==> src/rtl/mdr_pkg.sv <==
// mdr_pkg: shared state and transfer-size encodings for the memory data register.
package mdr_pkg;
  typedef enum logic [1:0] {IDLE, RD, WR} state_t;
  typedef enum logic [1:0] {SZ_BYTE = 2'd0, SZ_HALF = 2'd1, SZ_WORD = 2'd2} size_t;
endpackage

==> src/rtl/mdr_if.sv <==
// mdr_if: bus-side and memory-side signals of mdr_unit; MDR_BYTE_LANE_EN adds size/sgn/addr_lo/mem_be.
interface mdr_if import mdr_pkg::*; #(parameter int WIDTH = 32);
  logic [WIDTH-1:0] BusMuxOut;
  logic [WIDTH-1:0] mdr_q;
  logic [WIDTH-1:0] mem_wdata;
  logic [WIDTH-1:0] mem_rdata;
  logic mdr_in, mem_rd, mem_wr, mem_ack;
  logic mem_req, mem_we, busy, done, err;
`ifdef MDR_BYTE_LANE_EN
  size_t size;
  logic sgn;
  logic [1:0] addr_lo;
  logic [WIDTH/8-1:0] mem_be;
  modport slave(input BusMuxOut, mdr_in, mem_rd, mem_wr, mem_rdata, mem_ack, size, sgn, addr_lo,
                output mdr_q, mem_req, mem_we, mem_wdata, busy, done, err, mem_be);
  modport master(output BusMuxOut, mdr_in, mem_rd, mem_wr, mem_rdata, mem_ack, size, sgn, addr_lo,
                 input mdr_q, mem_req, mem_we, mem_wdata, busy, done, err, mem_be);
`else
  modport slave(input BusMuxOut, mdr_in, mem_rd, mem_wr, mem_rdata, mem_ack,
                output mdr_q, mem_req, mem_we, mem_wdata, busy, done, err);
  modport master(output BusMuxOut, mdr_in, mem_rd, mem_wr, mem_rdata, mem_ack,
                 input mdr_q, mem_req, mem_we, mem_wdata, busy, done, err);
`endif
endinterface

==> src/rtl/mdr_lane_ext.sv <==
// mdr_lane_ext: read-lane extract/extend and write-lane replicate/byte-enable (used with MDR_BYTE_LANE_EN).
module mdr_lane_ext import mdr_pkg::*; #(parameter int WIDTH = 32) (
  input  logic [WIDTH-1:0]   rd_data,
  input  size_t              rd_size,
  input  logic               rd_sgn,
  input  logic [1:0]         rd_addr,
  output logic [WIDTH-1:0]   rd_ext,
  input  logic [WIDTH-1:0]   st_data,
  input  size_t              st_size,
  input  logic [1:0]         st_addr,
  output logic [WIDTH-1:0]   st_rep,
  output logic [WIDTH/8-1:0] st_be,
  output logic               misalign
);
  localparam int NB = WIDTH / 8;
  logic [7:0] b;
  logic [15:0] h;
  always_comb begin
    b = rd_data[{rd_addr, 3'b000} +: 8];
    h = rd_data[{rd_addr[1], 4'b0000} +: 16];
    rd_ext = rd_size == SZ_BYTE ? {{(WIDTH-8){rd_sgn & b[7]}}, b} :
             rd_size == SZ_HALF ? {{(WIDTH-16){rd_sgn & h[15]}}, h} : rd_data;
    st_rep = st_size == SZ_BYTE ? {NB{st_data[7:0]}} :
             st_size == SZ_HALF ? {(NB/2){st_data[15:0]}} : st_data;
    st_be = st_size == SZ_BYTE ? NB'(1) << st_addr :
            st_size == SZ_HALF ? NB'(3) << st_addr : '1;
    // anything other than byte/half is treated as a full word and must be lane 0
    misalign = st_size == SZ_HALF ? st_addr[0] : st_size != SZ_BYTE && st_addr != 2'd0;
  end
endmodule

==> src/rtl/mdr_unit.sv <==
// mdr_unit: memory data register with req/ack memory handshake and wait-state timeout; MDR_BYTE_LANE_EN enables sub-word transfers.
module mdr_unit import mdr_pkg::*; #(
  parameter int WIDTH   = 32,
  parameter int TIMEOUT = 16,
  parameter int CNT_W   = $clog2(TIMEOUT + 1)
) (
  input logic clock,
  input logic reset,
  mdr_if.slave bus
);
  localparam int CW = CNT_W < 1 ? 1 : CNT_W;
  state_t state;
  logic [CW-1:0] cnt;
  logic start, timeout, misalign;
  logic [WIDTH-1:0] wsrc, wdata_n, rdata_n;
  assign start = bus.mem_rd | bus.mem_wr;
  assign wsrc = bus.mdr_in ? bus.BusMuxOut : bus.mdr_q;
  assign timeout = TIMEOUT != 0 && cnt == CW'(TIMEOUT - 1);
`ifdef MDR_BYTE_LANE_EN
  size_t size_r;
  logic sgn_r;
  logic [1:0] addr_r;
  logic [WIDTH/8-1:0] be_n;
  mdr_lane_ext #(.WIDTH(WIDTH)) u_lane (
    .rd_data(bus.mem_rdata), .rd_size(size_r), .rd_sgn(sgn_r), .rd_addr(addr_r), .rd_ext(rdata_n),
    .st_data(wsrc), .st_size(bus.size), .st_addr(bus.addr_lo), .st_rep(wdata_n), .st_be(be_n),
    .misalign(misalign)
  );
  always_ff @(posedge clock or posedge reset)
    if (reset) begin
      size_r <= SZ_BYTE;
      sgn_r <= 1'b0;
      addr_r <= 2'd0;
      bus.mem_be <= '0;
    end else if (state == IDLE && start && !misalign) begin
      size_r <= bus.size;
      sgn_r <= bus.sgn;
      addr_r <= bus.addr_lo;
      bus.mem_be <= be_n;
    end
`else
  assign wdata_n = wsrc;
  assign rdata_n = bus.mem_rdata;
  assign misalign = 1'b0;
`endif
  always_ff @(posedge clock or posedge reset)
    if (reset) begin
      state <= IDLE;
      cnt <= '0;
      bus.mdr_q <= '0;
      bus.mem_req <= 1'b0;
      bus.mem_we <= 1'b0;
      bus.mem_wdata <= '0;
      bus.busy <= 1'b0;
      bus.done <= 1'b0;
      bus.err <= 1'b0;
    end else begin
      bus.done <= 1'b0;
      if (state == IDLE) begin
        if (start && misalign) begin
          bus.done <= 1'b1;
          bus.err <= 1'b1;
        end else if (start) begin
          state <= bus.mem_rd ? RD : WR;
          cnt <= '0;
          bus.mem_req <= 1'b1;
          bus.busy <= 1'b1;
          bus.err <= 1'b0;
          bus.mem_we <= !bus.mem_rd;
          // a read takes priority and ignores mdr_in; a write may load the bus word through
          if (!bus.mem_rd) bus.mem_wdata <= wdata_n;
          if (!bus.mem_rd && bus.mdr_in) bus.mdr_q <= bus.BusMuxOut;
        end else if (bus.mdr_in) bus.mdr_q <= bus.BusMuxOut;
      end else if (bus.mem_ack || timeout) begin
        state <= IDLE;
        cnt <= '0;
        bus.mem_req <= 1'b0;
        bus.mem_we <= 1'b0;
        bus.busy <= 1'b0;
        bus.done <= 1'b1;
        if (bus.mem_ack && state == RD) bus.mdr_q <= rdata_n;
        if (!bus.mem_ack) bus.err <= 1'b1;
      end else cnt <= cnt + CW'(1);
    end
endmodule
==> src/flat_wrapper.sv <==
// flat-port wrapper written by rule: the top's interface ports become plain ports
module mdr_unit_flat import mdr_pkg::*;
#(
  parameter int WIDTH   = 32,
  parameter int TIMEOUT = 16,
  parameter int CNT_W   = $clog2(TIMEOUT + 1)
)
  (clock, reset, bus_BusMuxOut, bus_mdr_in, bus_mem_rd, bus_mem_wr, bus_mem_rdata, bus_mem_ack, bus_mdr_q, bus_mem_req, bus_mem_we, bus_mem_wdata, bus_busy, bus_done, bus_err);
  mdr_if #(.WIDTH(WIDTH)) bus_i ();
  input logic clock;
  input logic reset;
  input wire logic [$bits(bus_i.BusMuxOut)-1:0] bus_BusMuxOut;
  input wire logic [$bits(bus_i.mdr_in)-1:0] bus_mdr_in;
  input wire logic [$bits(bus_i.mem_rd)-1:0] bus_mem_rd;
  input wire logic [$bits(bus_i.mem_wr)-1:0] bus_mem_wr;
  input wire logic [$bits(bus_i.mem_rdata)-1:0] bus_mem_rdata;
  input wire logic [$bits(bus_i.mem_ack)-1:0] bus_mem_ack;
  output wire logic [$bits(bus_i.mdr_q)-1:0] bus_mdr_q;
  output wire logic [$bits(bus_i.mem_req)-1:0] bus_mem_req;
  output wire logic [$bits(bus_i.mem_we)-1:0] bus_mem_we;
  output wire logic [$bits(bus_i.mem_wdata)-1:0] bus_mem_wdata;
  output wire logic [$bits(bus_i.busy)-1:0] bus_busy;
  output wire logic [$bits(bus_i.done)-1:0] bus_done;
  output wire logic [$bits(bus_i.err)-1:0] bus_err;
  assign bus_i.BusMuxOut = bus_BusMuxOut;
  assign bus_i.mdr_in = bus_mdr_in;
  assign bus_i.mem_rd = bus_mem_rd;
  assign bus_i.mem_wr = bus_mem_wr;
  assign bus_i.mem_rdata = bus_mem_rdata;
  assign bus_i.mem_ack = bus_mem_ack;
  assign bus_mdr_q = bus_i.mdr_q;
  assign bus_mem_req = bus_i.mem_req;
  assign bus_mem_we = bus_i.mem_we;
  assign bus_mem_wdata = bus_i.mem_wdata;
  assign bus_busy = bus_i.busy;
  assign bus_done = bus_i.done;
  assign bus_err = bus_i.err;
  mdr_unit #(.WIDTH(WIDTH), .TIMEOUT(TIMEOUT), .CNT_W(CNT_W)) u_core (.clock(clock), .reset(reset), .bus(bus_i));
endmodule
==> config.mk <==
export PLATFORM = sky130hd
export DESIGN_NAME = mdr_unit_flat
export DESIGN_NICKNAME = d
export VERILOG_FILES = /design/src/rtl/mdr_pkg.sv /design/src/rtl/mdr_if.sv /design/src/rtl/mdr_lane_ext.sv /design/src/rtl/mdr_unit.sv /design/src/flat_wrapper.sv
export SDC_FILE = /design/constraint.sdc
export NUM_CORES = 1
export LEC_CHECK = 0
export BUFFER_PORTS_ARGS = -buffer_cell sky130_fd_sc_hd__buf_2
export CAP_MARGIN = 20
export CELL_PAD_IN_SITES_DETAIL_PLACEMENT = 0
export CELL_PAD_IN_SITES_GLOBAL_PLACEMENT = 2
export CORE_MARGIN = 1.5
export CORE_UTILIZATION = 29
export CTS_CLUSTER_SIZE = 25
export DETAILED_ROUTE_END_ITERATION = 8
export PLACE_DENSITY = 0.81
export RECOVER_POWER = 50
export SKIP_LAST_GASP = 1
export SLEW_MARGIN = 20
export SYNTH_ARGS = -nofsm -noshare
export SYNTH_HDL_FRONTEND = slang
export SYNTH_SLANG_ARGS = --single-unit
export TNS_END_PERCENT = 5
==> constraint.sdc <==
create_clock -name clock -period 3 [get_ports clock]
set_input_delay 0.6 -clock clock [delete_from_list [all_inputs] [get_ports clock]]
set_output_delay 0.6 -clock clock [all_outputs]
set_load 0.005 [all_outputs]
# [Word-level counts from Yosys, hierarchy flattened]
# Index checks and enable logic that the tools add are counted.
[totals] ff_bits=75 latchBits=0 mem_bits_rw=0 mem_bits_ro=0 memories=0
[op_classes] add_sub_neg=1 multipliers=0 n_div=0 order_cmp=0 eq_ne=5 n_shift=0 mux=24 bitwise=2 n_reduce_logical=11
[ops] cell="two-way mux 32 bit" count=6
[ops] cell="two-way mux 5 bit" count=3
[ops] cell="two-way mux 1 bit" count=11
[ops] cell="AND reduction 3 bit" count=3
[ops] cell="two-way mux 2 bit" count=4
[ops] cell="adder 5 x 1 -> 5 bit, second input constant" count=1
[ops] cell="equality test 5 x 4 -> 1 bit, second input constant" count=1
[ops] cell="inequality test 2 x 1 -> 1 bit, second input constant" count=2
[ops] cell="nonzero test 2 bit" count=2
[ops] cell="inequality test 3 bit, second input constant" count=1
[ops] cell="equality test 2 x 1 -> 1 bit, second input constant" count=1
[ops] cell="logical AND 1 bit" count=2
[ops] cell="logical NOT 2 bit" count=1
[ops] cell="AND reduction 2 bit" count=1
[ops] cell="logical NOT 1 bit" count=1
[ops] cell="logical OR 1 bit" count=1
[ops] cell="inverter 1 bit" count=1
[ops] cell="OR 1 bit" count=1

# [Depth between registers and ports, before layout]
# Gate-level depths: netlist of run 1.
[depth] depth_word=5 depth_mapped=6

# [Least setup slack after synthesis of run 1]
# OpenSTA, ideal clock, no wires.
[synth_timing] path_kind="in2reg" startpoint="input bus_mdr_in" endpoint="register u_core.bus.mdr_q[25]" t_arrival_ns=1.783 required_ns=2.875 path_slack_ns=1.092 path_stages=5 path_buffers=2 cell_sequence="buf_4 -> or3b_1 -> a21oi_4 -> buf_6 -> mux2_4"
[synth_via] elab_chain_len=3 elab_cells_between_ends=6 classes_between="eq/ne (1); mux (3); reduce/logical (2)"
[synth_lines] item="from (decl)" line_no="flat_wrapper.sv:13" rtl="input wire logic [$bits(bus_i.mdr_in)-1:0] bus_mdr_in;"
[synth_lines] item="logical AND 1 bit / two-way mux 32 bit (equally long branches)"
[synth_lines] item="inequality test 3 bit (no source line) / two-way mux 32 bit (equally long branches)"
[synth_lines] item="AND reduction 3 bit (no source line) / two-way mux 32 bit (equally long branches)"
[synth_lines] item="to (signal assigned)" line_no="mdr_unit.sv:72" rtl="if (!bus.mem_rd && bus.mdr_in) bus.mdr_q <= bus.BusMuxOut;"
[synth_lines] item="to (signal assigned)" line_no="mdr_unit.sv:73" rtl="end else if (bus.mdr_in) bus.mdr_q <= bus.BusMuxOut;"
[synth_lines] item="to (signal assigned)" line_no="mdr_unit.sv:81" rtl="if (bus.mem_ack && state == RD) bus.mdr_q <= rdata_n;"
[synth_lines] item="to (decl)" line_no="mdr_if.sv:20" rtl="output mdr_q, mem_req, mem_we, mem_wdata, busy, done, err);"
# Parallel ways exist; a longest one is shown, timed or not.
# A chain may end at the register's enable or synchronous reset.

# [Worst setup path in the final report of run 1]
[layout_timing] startpoint="register u_core.state[0]" endpoint="register u_core.bus.err"
[layout_via] elab_chain_len=3 elab_cells_between_ends=6 classes_between="eq/ne (2); mux (1); reduce/logical (3)"
[layout_lines] item="from (decl)" line_no="mdr_unit.sv:12" rtl="state_t state;"
[layout_lines] item="from (signal assigned)" line_no="mdr_unit.sv:64" rtl="state <= bus.mem_rd ? RD : WR;"
[layout_lines] item="logical NOT 2 bit (*)" line_no="mdr_unit.sv:59" rtl="if (state == IDLE) begin"
[layout_lines] item="inequality test 2 x 1 -> 1 bit (no source line) / nonzero test 2 bit (equally long branches)"
[layout_lines] item="AND reduction 3 bit (no source line)"
[layout_lines] item="to (signal assigned)" line_no="mdr_unit.sv:56" rtl="bus.err <= 1'b0;"
[layout_lines] item="to (signal assigned)" line_no="mdr_unit.sv:62" rtl="bus.err <= 1'b1;"
[layout_lines] item="to (signal assigned)" line_no="mdr_unit.sv:68" rtl="bus.err <= 1'b0;"
[layout_lines] item="to (decl)" line_no="mdr_if.sv:20"
# Every way passes the cells marked *; elsewhere a longest branch is shown, timed or not.

==> metrics.yaml, run 1 <==
clock_tree:
  cts_num_sinks: 74
  clk_latency_ns: 0.34
  postCtsSetupRepairBufs: 0
  hold_buffers: 0
  cts.repair.resized: 0
  clk_pin_slew_ns: 0.06
  cts.path.max_buffers: 2
  numCtsBuffers: 9
  cts.htree.levels: 3
  cts_tree: "built"
  root_buffer: "clkbuf_16"
grt:
  grt_pass1_vias: 3221
  grtUsageTotal_pct: 16.4
  grt_max_degree: 45
  grt_antenna_before_repair: 0
  grt_pass1_wl_um: 16900
  grt-ovfl-total: 0
floorplanning:
  die_width_um: 116
  die-area_mm2: 0.0135
  rows: 41
  ios: 139
  coreArea_mm2: 0.0126
  fp.dieH_um: 116
  initial_core_util_pct: 29.5
sta:
  relSlewSlack_pct: 18.6
  max_clock_freq_mhz: 456
  tightest_slew_ns: 1.21
  tns_ns: 0
  setup_viol: 0
  clock-skew-final_ns: 0.00746
  period_share_pct: 73.0
  drv_slew: 0
  setup_slack_ns: 0.809
  rsz0062_at_grt: "no"
  hold_ws_ns: 0.503
  hold_viol: 0
  period_needed_ns: 2.19
hold_path:
  holdCritPathClass: "flop to flop"
route:
  routed_via_density: 4.78
  totalWireLength_um: 10700
  wire_per_inst_um: 16.2
  vias: 3155
  drcViolationCount: 0
  drt_pass1_iterations: 4
  ant_nets: 0
  drtIter0Drc: 121
logic_synthesis:
  netlist_instances: 360
  yosysWarnings: 0
  ys_ff_latch: 74
  yosysSeqAreaShare_pct: 49.9
  synth_area_leaders: "dfrtp_1, mux2i_1, o32ai_1"
  synth_area_mm2: 0.00371
  synth_area_per_cell_um2: 10.3
  synth_fp_nets: 432
  synth_top_area_share_pct: 49.9
  yosysTopAreaCell: "dfrtp_1"
  ys_types: 35
worst_setup_path:
  critPathMaxFanout: 31
  start_kind: "flop"
  crit_arrival_ns: 2.41
  required_ns: 3.22
  worstSetupEndpointType: "flop"
  worstSetupPathType: "flop to flop"
place:
  place.gp.congestion: 0.715
  port_buffers: 138
  dp_hpwl_um: 7490
  place_ws_ns: 0.494
power:
  netSwitchingFraction_pct: 35.4
  pwr_density_cell_mw_per_mm2: 910
  ir_worst_vdd_v: 0.000285
  p_int_w: 0.00281
  power.share.clock_pct: 24.7
  p_seq_share_pct: 41.5
  switching_power_w: 0.00154
  finalPower_w: 0.00436
  p_leak_nw: 2.23
  combPwrFrac_pct: 33.8
finish:
  register_area_mm2: 0.00185
  fillers: 1298
  final_common_cell: "buf_2"
  final_util_pct: 38.1
  nets: 555
  multiInputGateArea_mm2: 0.00159
  antenna_cells: 0
  drive_above_1_share_pct: 32.8
  area_growth_pct: 29.0
  layout_common_cells: "buf_2, dfrtp_1, nor2_1"
status:
  outcome: "complete, no violations"
flow_run:
  cap_violations: 0
-- worst paths after layout --
kind | to | slack [ns] | from | depth (start not counted)
worst max-delay path | u_core.bus.err | 0.81 | u_core.state[0] | 4
worst max register to register | u_core.bus.err | 0.81 | u_core.state[0] | 4
max in group asynchronous | u_core.bus.mem_wdata[27] | 1.57 | reset | 3
worst min-delay path | u_core.cnt[2] | 0.50 | u_core.cnt[2] | 1
min in group asynchronous | u_core.bus.mdr_q[14] | 0.51 | reset | 2
worst min register to register | u_core.cnt[2] | 0.50 | u_core.cnt[2] | 1
-- critical path, cell delays in order (launching register included) --
cell and delay (ns):
dfrtp_1 0.56, buf_4 0.28, nor2_4 0.60, o21ai_0 0.35, a22o_1 0.26
-- synthesized netlist by cell type (all sizes together) --
| master | instances |
|---|---|
| dfrtp | 74 |
| nor2 | 37 |
| a21oi | 33 |
| mux2i | 32 |
| inv | 29 |
| a31oi | 28 |
| o21a | 26 |
| o32ai | 26 |
| buf | 22 |
| clkbuf | 13 |
| mux2 | 12 |
| nand2 | 4 |
| a22o | 3 |
| o21ai | 3 |
| a21o | 2 |
| ha | 2 |
| a31o | 1 |
| and3 | 1 |
| nand3 | 1 |
| nand3b | 1 |
| nor2b | 1 |
| nor3 | 1 |
| nor3b | 1 |
| nor4 | 1 |
| nor4b | 1 |
| o22ai | 1 |
| o31a | 1 |
| or2 | 1 |
| or3 | 1 |
| or3b | 1 |
-- cells by family (layout without fill, tap and decap cells) --
family / count (synthesis) / count (layout) / synth area share (%)
AOI/OAI and AO/OA: 124 / 124 / 23.0
DFF: 74 / 74 / 49.9
buffers and inverters: 64 / 192 / 7.79
and+or+nand+nor: 52 / 52 / 6.14
muxes: 44 / 44 / 12.5
adders and majority gates: 2 / 2 / 0.674
-- metrics by stage --
step,cell area [um2],std cells
final,4790,660
after global routing,4790,660
after CTS,4820,660
after detailed placement,4520,644
after global placement,4520,644
after floorplan,3710,360
-- metal layers --
metal  vias up  part of all wire [%]  global-route usage [%]
met5         -                     0                       0
met4         0                   1.4                    5.53
met3        12                   4.3                    3.43
met2        80                    48                    27.3
met1      1513                    46                    21.4
li1       1550                     -                       -
-- power by group through the flow --
stage | registers [W] | clock network, W | logic [W]
floorplan | 0.00177 | 0 | 0.000864
global placement | 0.00181 | 0 | 0.00152
detailed placement | 0.00182 | 0 | 0.00154
CTS | 0.00181 | 0.00110 | 0.00154
global route | 0.00188 | 0.00115 | 0.00168
finish | 0.00181 | 0.00107 | 0.00147
-- sequential cells by signal, summed over array words and instances, names as in the netlist --
signal	count
u_core.bus.err	1
u_core.bus.mem_req	1
u_core.bus.mem_wdata	32
u_core.state	1
u_core.bus.mdr_q	32
u_core.bus.done	1
u_core.cnt	5
u_core.bus.mem_we	1
-- final cells by class --
type / count / area share [%]
Timing Repair Buffer: 147 / 15.2
Sequential cell: 74 / 38.7
Inverter: 29 / 2.30
Clock inverter: 7 / 1.46
Multi-Input combinational cell: 222 / 33.1
Clock buffer: 9 / 4.70
Tap cell: 172 / 4.49
(Power assumes the default switching activity.)
==> run 2, diff against run 1 <==
--- a/config.mk
+++ b/config.mk
@@ -10,10 +10,10 @@
 export CELL_PAD_IN_SITES_DETAIL_PLACEMENT = 0
 export CELL_PAD_IN_SITES_GLOBAL_PLACEMENT = 2
 export CORE_MARGIN = 1.5
-export CORE_UTILIZATION = 29
+export CORE_UTILIZATION = 26
 export CTS_CLUSTER_SIZE = 25
 export DETAILED_ROUTE_END_ITERATION = 8
-export PLACE_DENSITY = 0.81
+export PLACE_DENSITY = 0.77
 export RECOVER_POWER = 50
 export SKIP_LAST_GASP = 1
 export SLEW_MARGIN = 20
==> constraint.sdc (replaced) <==
create_clock -name clock -period 2 [get_ports clock]
set_input_delay 0.4 -clock clock [delete_from_list [all_inputs] [get_ports clock]]
set_output_delay 0.4 -clock clock [all_outputs]
set_load 0.005 [all_outputs]
==> run 2 against run 1 <==
  * Largest power group unchanged
  * Sequential power is 46% higher
  * Total power is 52% higher
  * Fmax is 23% higher
  * Clock skew is 0.0012 ns higher
  * Die area is 11% higher
  * Sequential share of layout area is 0.91 points lower
  * Utilization is 2.8 points lower
  * Cell area is 2.4% higher
  * Critical path depth is 3 higher
  * Wire length is 0.62% higher
  * Combinational power is 59% higher
==> metrics.yaml, run 2 (synthesis gave the netlist of run 1 again) <==
clock_tree:
  cts.htree.levels: 3
  root_buffer: "clkbuf_16"
  numCtsBuffers: 9
  cts_tree: "built"
  cts.path.max_buffers: 2
  clk_latency_ns: 0.33
  clk_pin_slew_ns: 0.06
  postCtsSetupRepairBufs: 0
  cts.repair.resized: 0
  cts_num_sinks: 74
  hold_buffers: 0
finish:
  multiInputGateArea_mm2: 0.00158
  register_area_mm2: 0.00185
  fillers: 1457
  antenna_cells: 0
  reg_top3: "u_core.bus.mdr_q: 32 flops, u_core.bus.mem_wdata: 32 flops, u_core.cnt: 5 flops"
  fin_area_mm2: 0.00490
  area_growth_pct: 32.1
  nets: 565
  layout_common_cells: "buf_2, dfrtp_1, nor2_1"
  final_common_cell: "buf_2"
  drive_above_1_share_pct: 34.5
power:
  p_leak_nw: 2.30
  ir_worst_vdd_v: 0.000378
  pwr_density_cell_mw_per_mm2: 1350
route:
  ant_nets: 0
  drcViolationCount: 0
  drtIter0Drc: 131
  wire_per_inst_um: 15.9
  drt_pass1_iterations: 4
  routed_via_density: 4.70
  totalWireLength_um: 10800
  vias: 3189
sta:
  max_clock_freq_mhz: 563
  clock-skew-final_ns: 0.00862
  period_share_pct: 88.8
  tns_ns: 0
  hold_viol: 0
  rsz0062_at_grt: "no"
  drv_slew: 0
  setup_viol: 0
  tightest_slew_ns: 1.06
  period_needed_ns: 1.78
  relSlewSlack_pct: 29.1
grt:
  grt_max_degree: 75
  grtUsageTotal_pct: 14.8
  grt_pass1_wl_um: 17000
  grt-ovfl-total: 0
  grt_pass1_vias: 3273
  grt_antenna_before_repair: 0
floorplanning:
  coreArea_mm2: 0.0139
  fp.dieH_um: 122
  ios: 139
  die-area_mm2: 0.0150
  initial_core_util_pct: 26.7
  rows: 43
  die_width_um: 122
hold_path:
  whs_path_depth: 3
  holdCritPathClass: "input port to flop"
place:
  port_buffers: 138
  dp_hpwl_um: 7580
  place_area_mm2: 0.00464
  place.gp.congestion: 0.747
worst_setup_path:
  crit_arrival_ns: 2.02
  worstSetupPathType: "flop to flop"
  critPathMaxFanout: 6
  start_kind: "flop"
  required_ns: 2.24
  worstSetupEndpointType: "flop"
  ff2ff_path_depth: 7
flow_run:
  cap_violations: 0
status:
  outcome: "complete, no violations"
run 2: final timing paths:
path                                    from                        to  slack, ns
setup reg to reg               u_core.cnt[0]             u_core.cnt[2]       0.22
min in group asynchronous              reset  u_core.bus.mem_wdata[21]       0.43
hold / removal             bus_BusMuxOut[17]  u_core.bus.mem_wdata[17]       0.39
setup / recovery               u_core.cnt[0]             u_core.cnt[2]       0.22
hold reg to reg               u_core.bus.err            u_core.bus.err       0.51
max in group asynchronous              reset         u_core.bus.mem_we       0.81
run 2: worst max-delay path, cell delays in order, from the launching register on:
cell and delay, ns:
dfrtp_1 0.41, ha_1 0.23, and3_1 0.19, ha_1 0.22, nor2_1 0.20, buf_4 0.19, nand3b_1 0.08, a31oi_1 0.18
run 2: layout make-up:
| cell class | count | share of cell area, % |
|---|---|---|
| Clock buffer | 14 | 5.38 |
| Clock inverter | 2 | 0.714 |
| Inverter | 29 | 2.25 |
| Multi-Input combinational cell | 222 | 32.2 |
| Sequential cell | 74 | 37.8 |
| Tap cell | 180 | 4.59 |
| Timing Repair Buffer | 157 | 17.1 |
run 2: where the power goes:
group / total (W) / internal (W) / switching, W
Combinational: 0.00233 / 0.00115 / 0.00118
Clock: 0.00163 / 0.00103 / 0.000601
Sequential: 0.00264 / 0.00218 / 0.000467
run 2: metal layers:
| metal | global-route usage, % | up-vias | routed length [um] |
|---|---|---|---|
| met5 | 0 | - | 0 |
| met2 | 24.9 | 85 | 5200 |
| met3 | 3.86 | 11 | 621 |
| met4 | 4.58 | 0 | 128 |
| met1 | 18.6 | 1530 | 4830 |
| li1 | - | 1563 | - |
run 2: stage by stage:
step	setup WS (ns)	std cells	total power [W]	util [%]	hold WS, ns
4_1_cts	0.224	678	0.00677	35.6	0.193
3_3_place_gp	0.220	662	0.00503	33.4	0.494
2_1_floorplan	0.292	360	0.00395	-	0.465
3_5_place_dp	0.206	662	0.00509	33.4	0.487
5_1_grt	0.0802	678	0.00717	35.3	0.389
6_report	0.224	678	0.00661	35.3	0.389
==> run 3, diff against run 2 <==
--- a/config.mk
+++ b/config.mk
@@ -5,15 +5,16 @@
 export SDC_FILE = /design/constraint.sdc
 export NUM_CORES = 1
 export LEC_CHECK = 0
+export ABC_AREA = 1
 export BUFFER_PORTS_ARGS = -buffer_cell sky130_fd_sc_hd__buf_2
 export CAP_MARGIN = 20
 export CELL_PAD_IN_SITES_DETAIL_PLACEMENT = 0
 export CELL_PAD_IN_SITES_GLOBAL_PLACEMENT = 2
 export CORE_MARGIN = 1.5
-export CORE_UTILIZATION = 26
+export CORE_UTILIZATION = 24
 export CTS_CLUSTER_SIZE = 25
 export DETAILED_ROUTE_END_ITERATION = 8
-export PLACE_DENSITY = 0.77
+export PLACE_DENSITY = 0.78
 export RECOVER_POWER = 50
 export SKIP_LAST_GASP = 1
 export SLEW_MARGIN = 20
==> run 3 against run 2 <==
  * Combinational power rose by 24%
  * Sequential power hardly changed
  * Count of clock-buffer cells in the layout down 2
  * Total power rose by 12%
  * Largest power group is now combinational cells
==> metrics.yaml, run 3 <==
route:
  drtIter0Drc: 242
  drcViolationCount: 0
  ant_nets: 0
  totalWireLength_um: 14000
  vias: 4185
  drt_pass1_iterations: 5
  wire_per_inst_um: 14.8
  routed_via_density: 4.41
logic_synthesis:
  yosysMostFrequentCell: "nand2_1"
  yosys-top-cells-count: "nand2_1, dfrtp_1, nand3_1"
  muxShareOfSynthArea_pct: 0
  synth_fp_nets: 662
  synth_top_area_share_pct: 45.1
  synth_compound_area_share_pct: 6.97
  yosysSeqAreaShare_pct: 45.1
  netlist_instances: 590
  synth_xor_area_share_pct: 0.213
  yosysTopAreaCell: "dfrtp_1"
  synth_top_family_by_area: "simple AND/OR/NAND/NOR gates"
  synth-simple-area-share_pct: 38.1
  ys_types: 20
  synthArstFlopShare_pct: 100
  synth-edff-count: 0
  synth_area_per_cell_um2: 6.97
  ys_ff_latch: 74
  yosysWarnings: 0
  synth_area_mm2: 0.00411
  synthAdderAreaFrac_pct: 0.609
  synth_area_leaders: "dfrtp_1, nand2_1, nand3_1"
  synth_flop_cell: "dfrtp_1"
floorplanning:
  ios: 139
  die_width_um: 134
  rows: 47
  initial_core_util_pct: 24.7
  die-area_mm2: 0.0179
  coreArea_mm2: 0.0166
  fp.dieH_um: 134
clock_tree:
  numCtsBuffers: 9
  cts.htree.levels: 3
  hold_buffers: 0
  root_buffer: "clkbuf_16"
  clk_pin_slew_ns: 0.06
  cts.repair.resized: 0
  cts_num_sinks: 74
  cts.path.max_buffers: 2
  cts_tree: "built"
  postCtsSetupRepairBufs: 0
  clk_latency_ns: 0.34
finish:
  nets: 795
  drive_above_1_share_pct: 25.0
  reg_top3: "u_core.bus.mdr_q: 32 flops, u_core.bus.mem_wdata: 32 flops, u_core.cnt: 5 flops"
  fillers: 1818
  layout_common_cells: "nand2_1, buf_2, dfrtp_1"
  register_area_mm2: 0.00185
  instances_no_fill: 948
  multiInputGateArea_mm2: 0.00189
  final_common_cell: "nand2_1"
  area_growth_pct: 29.9
  fin_area_mm2: 0.00534
  antenna_cells: 0
worst_setup_path:
  regToRegStartpoint: "u_core.bus.mem_we"
  crit_arrival_ns: 1.96
  worstSetupEndpointType: "flop"
  cp-startpoint: "u_core.bus.mem_we"
  start_kind: "flop"
  worstSetupPathType: "flop to flop"
  required_ns: 2.28
  critPathMaxFanout: 19
place:
  dp_hpwl_um: 9420
  place.gp.congestion: 0.772
  port_buffers: 138
  dpl.cell_count: 932
  place_area_mm2: 0.00504
hold_path:
  holdCritPathClass: "input port to flop"
  hold_start: "bus_mem_ack"
grt:
  grt-ovfl-total: 0
  grt_max_degree: 75
  grtUsageTotal_pct: 16.1
  grt_pass1_wl_um: 22400
  grt_antenna_before_repair: 1
  grt_pass1_vias: 4206
sta:
  relSlewSlack_pct: 25.6
  tightest_slew_ns: 1.12
  period_needed_ns: 1.68
  period_share_pct: 84.1
  rsz0062_at_grt: "no"
  hold_viol: 0
  max_clock_freq_mhz: 595
  drv_slew: 0
  setup_viol: 0
  clock-skew-final_ns: 0.00727
  tns_ns: 0
power:
  pwr_density_cell_mw_per_mm2: 1380
  ir_worst_vdd_v: 0.000445
  finalPower_w: 0.00739
  p_leak_nw: 3.06
status:
  outcome: "complete, no violations"
flow_run:
  cap_violations: 0
-- run 3: cell count changes in the layout (fill, tap and decap cells not counted), moves of 26 or more --
cell,before,now
a21oi_1,32,2
a31oi_1,28,0
mux2i_1,32,0
nand2_1,4,309
nand3_1,1,49
o21a_1,26,0
o32ai_1,26,0
-- run 3: per-stage QoR --
| stage | worst slack, ns | utilization (%) | hold slack, ns |
|---|---|---|---|
| 2_1_floorplan | 0.588 | - | 0.465 |
| 3_3_place_gp | 0.235 | 30.3 | 0.455 |
| 3_5_place_dp | 0.194 | 30.3 | 0.458 |
| 4_1_cts | 0.302 | 32.3 | 0.192 |
| 5_1_grt | 0.181 | 32.1 | 0.386 |
| 6_report | 0.319 | 32.1 | 0.369 |
-- run 3: cell type report --
class,instances,share of cell area (%)
multi-input combinational,436,35.3
sequential,74,34.7
timing repair buffer,153,15.2
tap,220,5.16
clock buffer,12,4.81
inverter,49,3.47
clock inverter,4,1.38
-- run 3: power by group --
part           internal, W  leakage (nW)  total [W]  switching (W)
Clock              0.00116         0.163    0.00183       0.000665
Sequential         0.00217         0.930    0.00267       0.000498
Combinational      0.00114          1.97    0.00289        0.00175
Total              0.00447          3.06    0.00739        0.00292
-- run 3: final timing paths --
path                                       endpoint  slack (ns)  cells after the start
hold / removal                       u_core.bus.err        0.37                      4
max in group asynchronous   u_core.bus.mem_wdata[4]        0.82                      3
setup / recovery               u_core.bus.mdr_q[31]        0.32                      6
min in group asynchronous  u_core.bus.mem_wdata[13]        0.40                      3
setup reg to reg               u_core.bus.mdr_q[31]        0.32                      6
hold reg to reg             u_core.bus.mem_wdata[5]        0.47                      2
-- run 3: worst max-delay path, cell delays in order, from the launching register on --
cell     delay (ns)
dfrtp_1        0.43
nor2_4         0.17
buf_4          0.26
nand2_2        0.33
nor2_1         0.21
o21ai_0        0.12
nand2_1        0.10
-- run 3: logic make-up (layout without fill, tap and decap cells) --
kind of cell / after synthesis / after routing
AND/OR/NAND/NOR: 390 / 390
buffers and inverters: 80 / 218
flip-flops: 74 / 74
AO/OA/AOI/OAI: 43 / 43
adder cells (fa/ha/maj): 2 / 2
XOR/XNOR: 1 / 1
-- run 3: routing by layer --
layer	up-vias	share of wire [%]	track usage, %
met2	164	46	26.3
li1	2075	-	-
met4	2	1.6	5.80
met3	16	7.6	3.44
met1	1928	44	21.1
met5	-	0.071	0
